==> src/rtl/uart_pkg.sv <==
// -----------------------------------------------------------------------------
// uart_pkg
//   Shared types for the UART receive controller slice.
//   - rx_ctrl_state_e : sequencer states of uart_rx_ctrl
//   - rx_entry_t      : one receive FIFO entry {perr, data}
//   - rts_hyst()      : next value of a hysteresis flow-control output
// -----------------------------------------------------------------------------
package uart_pkg;

    typedef enum logic [1:0] {
        IDLE    = 2'd0,
        CAPTURE = 2'd1,
        ACK     = 2'd2
    } rx_ctrl_state_e;

    typedef struct packed {
        logic       perr;
        logic [7:0] data;
    } rx_entry_t;

    // Raise wins over lower; with neither condition the output keeps its value,
    // which is what gives the RTS line its hysteresis band.
    function automatic logic rts_hyst(input logic cur, input logic go_high, input logic go_low);
        logic res;
        if (go_high) begin
            res = 1'b1;
        end else if (go_low) begin
            res = 1'b0;
        end else begin
            res = cur;
        end
        return res;
    endfunction

endpackage

==> src/rtl/uart_sync_fifo.sv <==
// -----------------------------------------------------------------------------
// uart_sync_fifo
//   Single-clock FIFO with a separate occupancy counter.
//   Ports:
//     clk, reset_n      clock, asynchronous active-low reset
//     wr_en, wr_data    push request and entry
//     rd_en             pop request (ignored when empty)
//     flush             synchronous clear; discards a same-cycle push/pop
//     rd_data           head entry, all-zero when empty
//     empty, full       occupancy flags
//     level             occupied entries, 0..DEPTH
//   A push while full is accepted only if a pop happens in the same cycle.
// -----------------------------------------------------------------------------
module uart_sync_fifo
    import uart_pkg::*;
#(
    parameter int  DEPTH = 8,
    parameter type T     = rx_entry_t
) (
    input  logic                     clk,
    input  logic                     reset_n,
    input  logic                     wr_en,
    input  T                         wr_data,
    input  logic                     rd_en,
    input  logic                     flush,
    output T                         rd_data,
    output logic                     empty,
    output logic                     full,
    output logic [$clog2(DEPTH):0]   level
);

    localparam int AW = $clog2(DEPTH);
    localparam logic [AW-1:0] PTR_ONE  = AW'(1);
    localparam logic [AW:0]   LVL_ONE  = (AW + 1)'(1);
    localparam logic [AW:0]   LVL_FULL = (AW + 1)'(DEPTH);

    logic [AW-1:0] wr_ptr_q, wr_ptr_d;
    logic [AW-1:0] rd_ptr_q, rd_ptr_d;
    logic [AW:0]   level_q, level_d;
    T              mem_q [DEPTH];
    logic          rd_ok_s;
    logic          wr_ok_s;

    assign empty = (level_q == '0);
    assign full  = (level_q == LVL_FULL);
    assign level = level_q;

    // Accepted push/pop and next pointer/level values.
    always_comb begin
        rd_ok_s  = rd_en & ~empty;
        wr_ok_s  = wr_en & (~full | rd_ok_s);
        wr_ptr_d = wr_ptr_q;
        rd_ptr_d = rd_ptr_q;
        level_d  = level_q;
        if (flush) begin
            wr_ptr_d = '0;
            rd_ptr_d = '0;
            level_d  = '0;
        end else begin
            if (wr_ok_s) begin
                wr_ptr_d = wr_ptr_q + PTR_ONE;
            end else begin
                wr_ptr_d = wr_ptr_q;
            end
            if (rd_ok_s) begin
                rd_ptr_d = rd_ptr_q + PTR_ONE;
            end else begin
                rd_ptr_d = rd_ptr_q;
            end
            case ({wr_ok_s, rd_ok_s})
                2'b10:   level_d = level_q + LVL_ONE;
                2'b01:   level_d = level_q - LVL_ONE;
                default: level_d = level_q;
            endcase
        end
    end

    // Head entry; reads as zero when nothing is stored.
    always_comb begin
        if (empty) begin
            rd_data = '0;
        end else begin
            rd_data = mem_q[rd_ptr_q];
        end
    end

    // Pointer and level registers.
    always_ff @(posedge clk or negedge reset_n) begin
        if (!reset_n) begin
            wr_ptr_q <= '0;
            rd_ptr_q <= '0;
            level_q  <= '0;
        end else begin
            wr_ptr_q <= wr_ptr_d;
            rd_ptr_q <= rd_ptr_d;
            level_q  <= level_d;
        end
    end

    // Storage array; a flushed push never lands.
    always_ff @(posedge clk or negedge reset_n) begin
        if (!reset_n) begin
            for (int i = 0; i < DEPTH; i++) begin
                mem_q[i] <= '0;
            end
        end else if (wr_ok_s && !flush) begin
            mem_q[wr_ptr_q] <= wr_data;
        end
    end

endmodule

==> src/rtl/uart_rx_ctrl.sv <==
// -----------------------------------------------------------------------------
// uart_rx_ctrl
//   Sequencer and receive buffer between uart_rx and the APB register file.
//   Ports:
//     clk, reset_n                 clock, asynchronous active-low reset
//     rx_enable                    receiver enabled
//     rx_done/rx_data/parity_error frame handshake from uart_rx
//     host_read_data               one-cycle acknowledge back to uart_rx
//     rd_en, rd_data               RX data register read strobe / FIFO head
//     flush                        synchronous FIFO clear
//     fifo_empty/full/level        FIFO status
//     overrun_err, parity_err      sticky error flags, cleared by err_clr
//     irq_en, irq                  interrupt enable / registered interrupt
//     rts_n_out                    flow control, 0 = ready to receive
//   Sequence: rx_done rising edge (while enabled) -> CAPTURE (store or drop)
//   -> ACK (host_read_data high) -> IDLE.
// -----------------------------------------------------------------------------
module uart_rx_ctrl
    import uart_pkg::*;
#(
    parameter int DEPTH         = 8,
    parameter int RTS_THRESHOLD = 6
) (
    input  logic                    clk,
    input  logic                    reset_n,
    input  logic                    rx_enable,
    input  logic                    rx_done,
    input  logic [7:0]              rx_data,
    input  logic                    parity_error,
    output logic                    host_read_data,
    input  logic                    rd_en,
    output logic [7:0]              rd_data,
    input  logic                    flush,
    output logic                    fifo_empty,
    output logic                    fifo_full,
    output logic [$clog2(DEPTH):0]  fifo_level,
    output logic                    overrun_err,
    output logic                    parity_err,
    input  logic                    err_clr,
    input  logic                    irq_en,
    output logic                    irq,
    input  logic                    rts_n_out_unused_tie = 1'b0,
    output logic                    rts_n_out
);

    localparam int LW = $clog2(DEPTH) + 1;
    localparam logic [LW-1:0] RTS_HI = LW'(RTS_THRESHOLD);
    localparam logic [LW-1:0] RTS_LO = LW'(RTS_THRESHOLD - 2);

    rx_ctrl_state_e state_q, state_d;
    logic           rx_done_q, rx_done_d;
    logic           overrun_q, overrun_d;
    logic           parity_q, parity_d;
    logic           irq_q, irq_d;
    logic           rts_n_q, rts_n_d;

    logic           rx_rise_s;
    logic           capture_s;
    logic           fifo_wr_s;
    logic           drop_s;
    logic           perr_store_s;
    rx_entry_t      wr_entry_s;
    rx_entry_t      head_s;
    logic           unused_head_perr_s;
    logic           unused_tie_s;

    assign rx_rise_s  = rx_done & ~rx_done_q;
    assign capture_s  = (state_q == CAPTURE);
    // A full FIFO still accepts the frame when the host pops in the same cycle.
    assign fifo_wr_s  = capture_s & (~fifo_full | rd_en);
    assign drop_s     = capture_s & fifo_full & ~rd_en;
    // A flushed write is discarded, so it cannot mark a parity error either.
    assign perr_store_s = fifo_wr_s & ~flush & parity_error;
    assign wr_entry_s = '{perr: parity_error, data: rx_data};

    uart_sync_fifo #(
        .DEPTH (DEPTH),
        .T     (rx_entry_t)
    ) u_fifo (
        .clk     (clk),
        .reset_n (reset_n),
        .wr_en   (fifo_wr_s),
        .wr_data (wr_entry_s),
        .rd_en   (rd_en),
        .flush   (flush),
        .rd_data (head_s),
        .empty   (fifo_empty),
        .full    (fifo_full),
        .level   (fifo_level)
    );

    assign rd_data            = head_s.data;
    assign unused_head_perr_s = head_s.perr;
    assign unused_tie_s       = rts_n_out_unused_tie;

    assign host_read_data = (state_q == ACK);
    assign overrun_err    = overrun_q;
    assign parity_err     = parity_q;
    assign irq            = irq_q;
    assign rts_n_out      = rts_n_q;

    // Next-state logic for the capture/acknowledge sequencer.
    always_comb begin
        state_d = state_q;
        case (state_q)
            IDLE: begin
                if (rx_rise_s && rx_enable) begin
                    state_d = CAPTURE;
                end else begin
                    state_d = IDLE;
                end
            end
            CAPTURE: state_d = ACK;
            ACK:     state_d = IDLE;
            default: state_d = IDLE;
        endcase
    end

    // Edge history, sticky flags (set beats clear), irq and RTS hysteresis.
    always_comb begin
        rx_done_d = rx_done;
        overrun_d = overrun_q;
        parity_d  = parity_q;
        if (drop_s) begin
            overrun_d = 1'b1;
        end else if (err_clr) begin
            overrun_d = 1'b0;
        end else begin
            overrun_d = overrun_q;
        end
        if (perr_store_s) begin
            parity_d = 1'b1;
        end else if (err_clr) begin
            parity_d = 1'b0;
        end else begin
            parity_d = parity_q;
        end
        irq_d   = irq_en & (~fifo_empty | overrun_q | parity_q);
        rts_n_d = rts_hyst(rts_n_q,
                           (fifo_level >= RTS_HI) | ~rx_enable,
                           (fifo_level <= RTS_LO) & rx_enable);
    end

    // Controller state registers.
    always_ff @(posedge clk or negedge reset_n) begin
        if (!reset_n) begin
            state_q   <= IDLE;
            rx_done_q <= 1'b0;
            overrun_q <= 1'b0;
            parity_q  <= 1'b0;
            irq_q     <= 1'b0;
            rts_n_q   <= 1'b0;
        end else begin
            state_q   <= state_d;
            rx_done_q <= rx_done_d;
            overrun_q <= overrun_d;
            parity_q  <= parity_d;
            irq_q     <= irq_d;
            rts_n_q   <= rts_n_d;
        end
    end

endmodule

==> config.mk <==
export PLATFORM = sky130hd
export DESIGN_NAME = uart_rx_ctrl
export DESIGN_NICKNAME = d
export VERILOG_FILES = /design/src/rtl/uart_pkg.sv /design/src/rtl/uart_sync_fifo.sv /design/src/rtl/uart_rx_ctrl.sv
export SDC_FILE = /design/constraint.sdc
export NUM_CORES = 1
export LEC_CHECK = 0
export BUFFER_PORTS_ARGS = -buffer_cell sky130_fd_sc_hd__buf_2
export CAP_MARGIN = 20
export CELL_PAD_IN_SITES_DETAIL_PLACEMENT = 2
export CELL_PAD_IN_SITES_GLOBAL_PLACEMENT = 2
export CORE_MARGIN = 1.5
export CORE_UTILIZATION = 35
export DETAILED_ROUTE_END_ITERATION = 12
export GPL_ROUTABILITY_DRIVEN = 0
export PLACE_DENSITY_LB_ADDON = 0.1
export RECOVER_POWER = 50
export SLEW_MARGIN = 25
export SYNTH_ARGS = -nofsm -noshare
export SYNTH_HDL_FRONTEND = slang
export SYNTH_HIERARCHICAL = 1
export SYNTH_SLANG_ARGS = --single-unit
==> constraint.sdc <==
create_clock -name clk -period 3.05 [get_ports clk]
set_input_delay 0.4575 -clock clk [delete_from_list [all_inputs] [get_ports clk]]
set_output_delay 0.4575 -clock clk [all_outputs]
set_load 0.03 [all_outputs]
[Word level (Yosys, flattened, before mapping)]
Index checks and enable logic that the tools add are counted.
Storage, ports and cells
  register bits: 89
  bits of input ports: 18
  logic and storage cells: 94
Operators by class
  $add $sub $neg: 4
  magnitude comparators: 5
  equality and inequality tests: 5
  muxes and demuxes: 20
  bitwise operators: 23
  reductions and logical operators: 12
Operators by type and width (count)
  bitwise mux 72 bit: 1
  binary-select mux 9 bit (select 3 bit): 1
  demux 9 bit (select 3 bit): 1
  2-to-1 mux 8 bit: 3
  2-to-1 mux 3 bit: 4
  bitwise AND 1 bit: 10
  nonzero test 2 bit: 5
  2-to-1 mux 9 bit: 1
  greater-or-equal comparator 4 bit, second input constant: 2
  NOT 3 -> 4 bit: 2
  case mux 4 bit (2 select lines): 1
  adder 3 x 1 -> 3 bit, second input constant: 2
  2-to-1 mux 1 bit: 6
  NOT 1 bit: 6
  OR 1 bit: 5
  adder 4 x 1 -> 4 bit, second input constant: 1
  equality test 2 x 1 -> 1 bit, second input constant: 2
  equality test 2 bit, second input constant: 2
  equality test 4 bit, second input constant: 1
  greater-or-equal comparator 4 x 3 -> 1 bit, second input constant: 1
  less-or-equal comparator 4 x 3 -> 1 bit, second input constant: 1
  logical NOT 4 bit: 1
  < comparator 4 x 1 -> 1 bit, second input constant: 1
  2-to-1 mux 4 bit: 1
  6 further kinds: 8

[Longest topological paths before layout]
Gate-level depths: netlist of the first run.
  word-level depth: 8
  gate-level depth with buffers: 12
  gate-level depth less buffers: 10

[Hierarchy]
The synthesis of the first run kept the hierarchy.
By module, submodules not included
  uart_sync_fifo: instances 1, cells each 263, area each 3997.6 µm², seq. area each 2052.0 µm²
  uart_rx_ctrl: instances 1, cells each 26, area each 299.0 µm², seq. area each 175.2 µm²

[Least setup slack after synthesis of the first run]
Ideal clock, no wire load.
  path type: register -> register
  from: reg u_fifo.level_q[0], in the netlist u_fifo/level[0]
  to: reg u_fifo.level_q[3], in the netlist u_fifo/level[3]
  setup time: 0.125 ns
  data arrival time: 3.040 ns
  required time: 2.925 ns
  path slack: -0.114 ns
  stages on the path, launching flop included: 13
  path through: dfrtp_1 buf_4 or4b_4 inv_1 nor2b_1 nor2_1 clkbuf_1 nor2_1 ha_1 o21a_1 nor2_1 o311a_1 mux2_2
Between the ends
  cells in the longest elaborated chain, start to end: 8
  elaborated cells on any way between the ends: 16
  those cells by class: add/sub: 2; eq/ne: 3; mux: 2; bitwise: 7; reduce/logical: 2
RTL lines
  start: declaration: line uart_sync_fifo.sv:39  | logic [AW:0] level_q, level_d;
  start signal: assignment: line uart_sync_fifo.sv:96  | level_q <= level_d;
  equality test 4 bit (*): line uart_sync_fifo.sv:45  | assign full = (level_q == LVL_FULL);
  named net fifo_full: line uart_rx_ctrl.sv:35  | output logic fifo_full,
  NOT 1 bit (*): line uart_rx_ctrl.sv:70  | assign fifo_wr_s = capture_s & (~fifo_full | rd_en);
  OR 1 bit (*): line uart_rx_ctrl.sv:70
  bitwise AND 1 bit (*): line uart_rx_ctrl.sv:70
  named net fifo_wr_s: line uart_rx_ctrl.sv:59  | logic fifo_wr_s;
  bitwise AND 1 bit (*): line uart_sync_fifo.sv:51  | wr_ok_s = wr_en & (~full | rd_ok_s);
  equality test 2 x 1 -> 1 bit / equality test 2 bit (equally long branches): line uart_sync_fifo.sv:70  | case ({wr_ok_s, rd_ok_s})
  case mux 4 bit (2 select lines): line uart_sync_fifo.sv:70
  2-to-1 mux 4 bit: line uart_sync_fifo.sv:55  | if (flush) begin
The timed path passes the listed nets; every way through them passes the cells marked *.
A chain may end at the register's enable or synchronous reset.

[Worst setup path after layout of the first run]
  from: reg u_fifo.level_q[0], in the netlist u_fifo/level[0]
  to: reg u_fifo.level_q[3], in the netlist u_fifo/level[3]
Between the ends
  cells in the longest elaborated chain, start to end: 8
  elaborated cells on any way between the ends: 16
  those cells by class: add/sub: 2; eq/ne: 3; mux: 2; bitwise: 7; reduce/logical: 2
RTL lines (line)
  equality test 4 bit (*): uart_sync_fifo.sv:45
  NOT 1 bit (*): uart_rx_ctrl.sv:70
  OR 1 bit (*): uart_rx_ctrl.sv:70
  bitwise AND 1 bit (*): uart_rx_ctrl.sv:70
  named net fifo_wr_s: uart_rx_ctrl.sv:59
  bitwise AND 1 bit (*): uart_sync_fifo.sv:51
  equality test 2 x 1 -> 1 bit / equality test 2 bit (equally long branches): uart_sync_fifo.sv:70
  case mux 4 bit (2 select lines): uart_sync_fifo.sv:70
  2-to-1 mux 4 bit: uart_sync_fifo.sv:55
Marks and branches as above.

==> results.md, run 1 <==
- Skew final: 0.006753 ns
- Slew headroom: 21.27%
- CP max FO: 4
- Max clock buf depth: 2
- Internal Pwr Total: 0.001951 W
- Period Utilization, post-route: 91.31%
- First-pass GRT wire length: 15,640 µm
- ANT cells: 0
- RSZ-0062 raised after global routing: no
- Post-Syn Instances: 269
- Post-CTS setup repair buffer count: 0
- Multi-input gate area: 1827 µm²
- Setup crit end kind: flip-flop
- Syn Nets: 291
- Switching Share: 28.37%
- Gr usage total: 18.45%
- H-tree depth: 3
- CP arrival: 3.01 ns
- ANT nets after route: 0
- FF+latch area: 2029 µm²
- Hpwl dp: 6112 µm
- Post-layout power: 0.002725 W
- Initial antenna violation count: 0
- Worst path bufs/invs: 1
- Max VDD drop: 0.4006 mV
- Register share of total power: 42.9%
- Worst endpoint required time: 3.28 ns
- Leakage power: 2.277 nW
- Residual DRC count: 0
- TritonCTS clock tree: yes
- Logic pwr share: 19.0%
- Final Hold Fails: 0
- CTS Root Cell: clkbuf_16
- Setup TNS: 0 ns
- Sw Pwr: 0.0007731 W
- Vias: 2,409
- Critical path class: flip-flop to flip-flop
- CP delay by family, top: simple AND/OR/NAND/NOR gates
- Fmax: 359.1 MHz
- I/O pin cnt: 37
- Placement Rows: 38
- Max-cap viol count: 0
- Final setup fails: 0
- Drt via density: 5.237
- DR iter-0 viols: 40
- CP dominant cell by count: nor2_1
- Crit path cell chain: or4b_4, clkinvlp_4, nor2b_1, nor2_1, nor2_1, ha_1, o21a_1, nor2_1, o311a_1, mux2_2
- Final #Nets: 337
- Synth warnings: 6
- Clock tree sinks: 81
- Die area: 11,920 µm²
- Layout Cells excl Fill: 460
- Pwr dens: 593.2 nW/µm²
- Clock Power Share: 38.0%
- Total Routed Length: 9547 µm
- CTS Buf Count: 9
- Die Ht: 109.2 µm
- Fin crit period: 2.785 ns
- Slew Viols, Final: 0
- Hold_ws: 0.1198 ns
- Remaining Overflow, GRT: 0
- Post-cts resize count: 0
- Min-delay worst type: input port to asynchronous set/reset pin
- Area grow syn2layout: 16.36%
- Max stage delay on crit path: 0.58 ns
- Synth Cell Area: 3948 µm²
- DRT Pass-1 Iters: 4
- Number of fill cells: 1,126
- Vias in the first global route: 2,708
- Die width: 109.2 µm
- Port bufs: 35
- CTS hold repair buffers: 0
- Avg WL per Cell: 20.75 µm
- Initial core utilization: 36.10%
- Slew of the pin with the lowest slew margin: 1.181 ns
- Final core utilization: 42.00%
- Placed insts: 444
- Synthesized area per cell: 14.67 µm²
- Largest net degree at the start of global routing: 45
- Core Area: 10,940 µm²
- Clock transition at path regs: 0.06 ns
- Startpoint types: flip-flop
- Share of post-route cells with drive strength above 1: 47.19%
- Status: finished clean
- CP max stage cell: or4b_4
- Clk_lat worst skew: 0.34 ns
-- per-stage QoR --
step / cell area (µm²) / setup slack [ns]
final: 4593 / 0.2652
after global routing: 4593 / 0.1081
after CTS: 4621 / 0.2410
after detailed placement: 4337 / 0.2545
after global placement: 4337 / 0.3044
after floorplan: 3954 / 0.01472
-- placed cells by master, fill, tap and decap left out, types with 5 or more instances in the layout --
master     count
buf_2         30
buf_4          9
clkbuf_1      10
clkbuf_16      9
dfrtp_1       79
inv_1          6
mux2_2        65
mux2i_1       11
mux4_2        16
nor2_1        25
nor2b_1        5
-- final timing paths --
path	start	to	slack, ns	cells past startpoint
max in group asynchronous	reset_n	u_fifo/mem_q[59]$_DFFE_PN0P_	1.44	2
min in group clk	rx_done	rx_done_q$_DFF_PN0_	0.24	1
worst min-delay path	reset_n	u_fifo/level[0]$_DFFE_PN0P_	0.12	1
worst max-delay path	u_fifo/level[0]$_DFFE_PN0P_	u_fifo/level[3]$_DFFE_PN0P_	0.27	10
worst max register to register	u_fifo/level[0]$_DFFE_PN0P_	u_fifo/level[3]$_DFFE_PN0P_	0.27	10
worst min register to register	u_fifo/mem_q[47]$_DFFE_PN0P_	u_fifo/mem_q[47]$_DFFE_PN0P_	0.50	1
-- power groups by stage --
stage / logic (W) / registers [W] / clock network (W)
after floorplan: 0.000342 / 0.00120 / 0
after global placement: 0.000525 / 0.00119 / 0
after detailed placement: 0.000539 / 0.00119 / 0
after CTS: 0.000544 / 0.00117 / 0.00108
after global routing: 0.000573 / 0.00118 / 0.00111
final: 0.000519 / 0.00117 / 0.00104
-- cell type report --
| class | instances | share of cell area, % |
|---|---|---|
| Clock buffer | 13 | 5.666 |
| Timing Repair Buffer | 47 | 5.394 |
| Clock inverter | 3 | 0.5176 |
| Inverter | 7 | 0.6538 |
| Multi-Input combinational cell | 169 | 39.77 |
| Tap cell | 140 | 3.814 |
| Sequential cell | 81 | 44.18 |
-- per-layer routing --
layer  wire (µm)  GRT usage, %  vias up  part of all wire, %
li1            -             -     1087                    -
met5           0             0        -                    0
met3         235         4.961       13                  2.5
met2        4727         29.82       19                   50
met1        4428         23.79     1290                   46
met4         156         6.679        0                  1.6
-- flip-flops by register name, indices dropped and copies added, names as in the netlist, 2 cells and up --
register / flops
u_fifo/level: 4
state_q: 2
u_fifo/rd_ptr_q: 3
u_fifo/wr_ptr_q: 3
u_fifo/mem_q: 64
(Power assumes the default switching activity.)
==> run 2, diff against run 1 <==
- PLACE_DENSITY_LB_ADDON: 0.1 -> 0.05
==> run 2 against run 1 <==
  * Via count shrank 0.33%
  * First-iteration DRC count increased by 43%
  * Global-route usage is 1.2 points lower
  * Final cell count decreased by 0.43%
  * Register-to-register slack lost 0.02 ns
  * Final area fell by 0.35%
  * Worst setup slack worse by 0.021 ns
  * Critical path depth stayed put
  * Power fell by 1.2%
  * Flip-flop and latch count unchanged
  * Critical endpoint unchanged
  * Highest routed layer unchanged
==> results.md, run 2 (synthesis gave the netlist of run 1 again) <==
- Total Routed Length: 9127 µm (-4.4%)
- Share of post-route cells with drive strength above 1: 46.86% (-0.33 points)
- Core Area: 10,940 µm² (unchanged)
- Slew headroom: 14.58% (-6.7 points)
- Slew Viols, Final: 0 (unchanged)
- CP max FO: 4 (unchanged)
- Gr usage total: 17.22% (-1.2 points)
- CP dominant cell by count: nor2_1
- Area grow syn2layout: 15.94%
- Largest register FFs: 64 (unchanged)
- TritonCTS clock tree: yes
- Slew of the pin with the lowest slew margin: 1.281 ns (+0.1003 ns)
- H-tree depth: 3 (unchanged)
- Status: finished clean
- Setup TNS: 0 ns (unchanged)
- Die Ht: 109.2 µm (unchanged)
- Max stage delay on crit path: 0.59 ns (about the same)
- Max clock buf depth: 2 (unchanged)
- Max-cap viol count: 0 (unchanged)
- I/O pin cnt: 37 (unchanged)
- Final Hold Fails: 0 (unchanged)
- Final setup fails: 0 (unchanged)
- Remaining Overflow, GRT: 0 (unchanged)
- CP max stage cell: or4b_4
- Critical path class: flip-flop to flip-flop
- Die width: 109.2 µm (unchanged)
- Post-CTS setup repair buffer count: 0 (unchanged)
- Placement Rows: 38 (unchanged)
- Min-delay worst type: input port to flip-flop
- Post-cts resize count: 0 (unchanged)
- CTS Buf Count: 9 (unchanged)
- Drt via density: 5.242 (+0.10%)
- Skew final: 0.006013 ns (-0.0007392 ns)
- Startpoint types: flip-flop
- Largest net degree at the start of global routing: 51 (+13%)
- Clk_lat worst skew: 0.33 ns (about the same)
- Fmax: 356.4 MHz (-0.76%)
- First-pass GRT wire length: 14,850 µm (-5.0%)
- Avg WL per Cell: 19.93 µm (-4.0%)
- Pwr dens: 587.9 nW/µm² (-0.88%)
- DRT Pass-1 Iters: 2 (-2)
- CP arrival: 3.02 ns (about the same)
- Leakage power: 2.277 nW (about the same)
- Setup crit end kind: flip-flop
- Hold_ws: 0.2423 ns (+0.1225 ns)
- DR iter-0 viols: 57 (+43%)
- Post-layout power: 0.002691 W (-1.2%)
- Port bufs: 35 (unchanged)
- Die area: 11,920 µm² (unchanged)
- RSZ-0062 raised after global routing: no
- CTS hold repair buffers: 0 (unchanged)
- Fin crit period: 2.806 ns (+0.02130 ns)
- Initial antenna violation count: 0 (unchanged)
- Clock transition at path regs: 0.06 ns (about the same)
- Period Utilization, post-route: 92.00% (+0.70 points)
- ANT nets after route: 0 (unchanged)
- Vias in the first global route: 2,651 (-2.1%)
- Initial core utilization: 36.10% (unchanged)
- Reg with most FFs: u_fifo/mem_q
- Crit path cell chain: or4b_4, clkinvlp_4, nor2b_1, nor2_1, nor2_1, ha_1, o21a_1, nor2_1, o311a_1, mux2_2
- Vias: 2,401 (-0.33%)
- ANT cells: 0 (unchanged)
- Clock tree sinks: 81 (unchanged)
- Most common cell after layout, fill and taps aside: dfrtp_1
- Residual DRC count: 0 (unchanged)
- Max VDD drop: 0.1934 mV (-52%)
- CTS Root Cell: clkbuf_16
- Worst endpoint required time: 3.27 ns (about the same)
- Final #Nets: 337 (unchanged)
- Hpwl dp: 5960 µm (-2.5%)
- Commonest cells after routing, fill and taps aside: dfrtp_1, mux2_2, buf_2
- Number of fill cells: 1,101 (-2.2%)
==> run 2: worst paths after layout <==
check	startpoint	cells past startpoint	slack, ns	end
max	u_fifo/level[0]$_DFFE_PN0P_	10	0.24	u_fifo/level[3]$_DFFE_PN0P_
min in group asynchronous	reset_n	1	0.39	rts_n_out$_DFFE_PN0P_
max reg2reg	u_fifo/level[0]$_DFFE_PN0P_	10	0.24	u_fifo/level[3]$_DFFE_PN0P_
min	rx_done	1	0.24	rx_done_q$_DFF_PN0_
min reg2reg	u_fifo/mem_q[15]$_DFFE_PN0P_	1	0.50	u_fifo/mem_q[15]$_DFFE_PN0P_
max in group asynchronous	reset_n	2	1.10	state_q[1]$_DFF_PN0_
==> run 2: critical path, delay by kind of cell (launching register included) <==
family,cells,cell delay [ns]
and+or+nand+nor,5,1.24
muxes,1,0.33
DFF,1,0.40
AOI/OAI and AO/OA,2,0.31
adders and majority gates,1,0.30
buffers and inverters,1,0.11
==> run 2: cell type report <==
type                    count  area (µm²)  area share, %
repair buffers             47       249.0          5.440
inverters                   7       30.03         0.6561
clock buffers              14       274.0          5.987
multi-input cells         169        1819          39.75
flip-flops and latches     81        2029          44.34
well taps                 140       175.2          3.827
==> run 2: where the power goes <==
group / leakage (nW) / internal [W] / switching [W]
registers: 1.10 / 0.00114 / 0.0000324
clock network: 0.135 / 0.000610 / 0.000394
logic: 1.04 / 0.000215 / 0.000303
==> run 2: per-layer routing <==
layer,up-vias,global-route usage [%],share of wire (%)
li1,1093,-,-
met1,1275,24.06,48
met4,0,6.122,1.3
met2,24,27.14,48
met3,9,2.690,1.9
met5,-,0,0
==> run 2: per-stage QoR <==
stage	area, µm²	setup slack, ns	cells	util, %
final	4577	0.2439	458	41.85
after global routing	4577	0.1125	458	41.85
after global placement	4337	0.2915	444	39.66
after detailed placement	4337	0.2546	444	39.66
after floorplan	3954	0.01472	269	-
after CTS	4611	0.2407	458	42.16
==> run 3, diff against run 2 <==
- clock period: 3.05 -> 3.1 ns (I/O delays scaled with it)
==> run 3 against run 2 <==
  * Final cell count grew 0.87%
  * Highest routed layer unchanged
  * Core utilization up 0.56 points
  * Worst setup slack improved by 0.14 ns
  * Sequential power hardly changed
  * First-iteration DRC count up 16%
  * Flip-flop and latch count did not move
==> results.md, run 3 (synthesis gave the netlist of run 1 again) <==
- Status: finished clean
- ANT nets after route: 0 (unchanged)
- Vias in the first global route: 2,586 (-2.5%)
- Slew headroom: 5.510% (-9.1 points)
- Setup crit end kind: flip-flop
- Max-cap viol count: 0 (unchanged)
- I/O pin cnt: 37 (unchanged)
- Avg WL per Cell: 19.62 µm (-1.6%)
- Core Area: 10,940 µm² (unchanged)
- Final WS setup: 0.3879 ns (+0.1440 ns)
- Min-delay src: rx_done
- Final setup fails: 0 (unchanged)
- Layout Cells excl Fill: 462 (+0.87%)
- H-tree depth: 3 (unchanged)
- TritonCTS clock tree: yes
- Area grow syn2layout: 17.50%
- CP max FO: 4 (unchanged)
- Largest net degree at the start of global routing: 56 (+9.8%)
- Post-cts resize count: 0 (unchanged)
- FF-to-FF path depth: 10 (unchanged)
- Residual DRC count: 0 (unchanged)
- Hpwl dp: 6045 µm (+1.4%)
- CTS Buf Count: 9 (unchanged)
- FF+latch area: 2027 µm² (-0.12%)
- Total Routed Length: 9063 µm (-0.70%)
- DR iter-0 viols: 66 (+16%)
- Slew Viols, Final: 0 (unchanged)
- Leakage power: 2.318 nW (+1.8%)
- Post-layout power: 0.002823 W (+4.9%)
- Min-delay worst type: input port to flip-flop
- Fin crit period: 2.712 ns (-0.09405 ns)
- CP arrival: 2.93 ns (-0.09 ns)
- Pre-CTS WS: 0.3877 ns (+0.1332 ns)
- Clock transition at path regs: 0.06 ns (about the same)
- Pwr dens: 608.7 nW/µm² (+3.5%)
- Final #Nets: 339 (+0.59%)
- Clock tree sinks: 81 (unchanged)
- Most common cell after layout, fill and taps aside: dfrtp_1
- Clk_lat worst skew: 0.34 ns (about the same)
- Worst endpoint required time: 3.32 ns (+0.05 ns)
- Commonest cells after routing, fill and taps aside: dfrtp_1, mux2_2, buf_2
- Die Ht: 109.2 µm (unchanged)
- Port bufs: 35 (unchanged)
- Final Hold Fails: 0 (unchanged)
- Initial antenna violation count: 0 (unchanged)
- Multi-input gate area: 1821 µm² (about the same)
- Startpoint types: flip-flop
- Skew final: 0.009032 ns (+0.003019 ns)
- Beginning of the critical path: u_fifo/level[0]$_DFFE_PN0P_
- Number of fill cells: 1,098 (-0.27%)
- Largest register FFs: 64 (unchanged)
- Post-CTS setup repair buffer count: 0 (unchanged)
- Initial core utilization: 36.10% (unchanged)
- Placement Rows: 38 (unchanged)
- CTS Root Cell: clkbuf_16
- Period Utilization, post-route: 87.49% (-4.5 points)
- CTS hold repair buffers: 0 (unchanged)
- Slew of the pin with the lowest slew margin: 1.417 ns (+0.1361 ns)
- Vias: 2,389 (-0.50%)
- Die area: 11,920 µm² (unchanged)
- Reg2Reg Launch Point: u_fifo/level[0]$_DFFE_PN0P_
- DRT Pass-1 Iters: 4 (+2)
- Setup TNS: 0 ns (unchanged)
- Hold Path Cell Cnt: 1 (unchanged)
- Final core utilization: 42.41% (+0.56 points)
- Critical path class: flip-flop to flip-flop
- Max VDD drop: 0.2323 mV (+20%)
- First-pass GRT wire length: 14,570 µm (-1.9%)
- ANT cells: 0 (unchanged)
- Fmax: 368.7 MHz (+3.5%)
- Remaining Overflow, GRT: 0 (unchanged)
- RSZ-0062 raised after global routing: no
- Drt via density: 5.171 (-1.4%)
- Share of post-route cells with drive strength above 1: 47.20% (+0.35 points)
- Die width: 109.2 µm (unchanged)
- Gr usage total: 17.25% (+0.025 points)
- Placed insts: 446 (+0.45%)
- Max clock buf depth: 2 (unchanged)
- Reg with most FFs: u_fifo/mem_q
==> run 3: critical path: stages (launching register included) <==
cell        delay, ns
dfrtp_1          0.38
or4b_4           0.57
clkinvlp_4       0.10
nor2b_1          0.19
nor2_1           0.12
nor2_1           0.19
ha_1             0.30
o21a_1           0.12
nor2_1           0.10
o311a_1          0.19
mux2_2           0.34
==> run 3: through the flow <==
stage | hold WS [ns] | area [µm²]
4_1_cts | 0.2093 | 4671
3_5_place_dp | 0.4896 | 4349
5_1_grt | 0.2239 | 4638
6_report | 0.2407 | 4638
3_3_place_gp | 0.4832 | 4349
2_1_floorplan | 0.1694 | 3951
==> run 3: final timing paths <==
check	to	slack, ns
worst max-delay path	u_fifo/level[3]$_DFFE_PN0P_	0.39
worst min-delay path	rx_done_q$_DFF_PN0_	0.24
worst max register to register	u_fifo/level[3]$_DFFE_PN0P_	0.39
worst min register to register	u_fifo/mem_q[36]$_DFFE_PN0P_	0.50
max in group asynchronous	u_fifo/mem_q[48]$_DFFE_PN0P_	1.32
min in group asynchronous	u_fifo/mem_q[32]$_DFFE_PN0P_	0.43
==> run 3: layout make-up <==
type                    count  area share [%]
clock inverters             5           1.699
inverters                   7          0.6474
clock buffers              11           5.233
well taps                 140           3.777
multi-input cells         169           39.25
repair buffers             49           5.692
flip-flops and latches     81           43.70
==> run 3: where the power goes <==
part           total [W]  internal, W  switching [W]
sequential       0.00115      0.00112      0.0000319
combinational   0.000519     0.000219       0.000300
clock            0.00115     0.000726       0.000428
total            0.00282      0.00206       0.000760
==> run 3: per-layer routing <==
layer | global-route usage, % | share of wire, % | vias to the layer above
met5 | 0 | 0 | -
met4 | 5.566 | 1.2 | 0
met3 | 4.483 | 2.5 | 9
met2 | 26.38 | 48 | 21
met1 | 23.91 | 48 | 1264
li1 | - | - | 1095
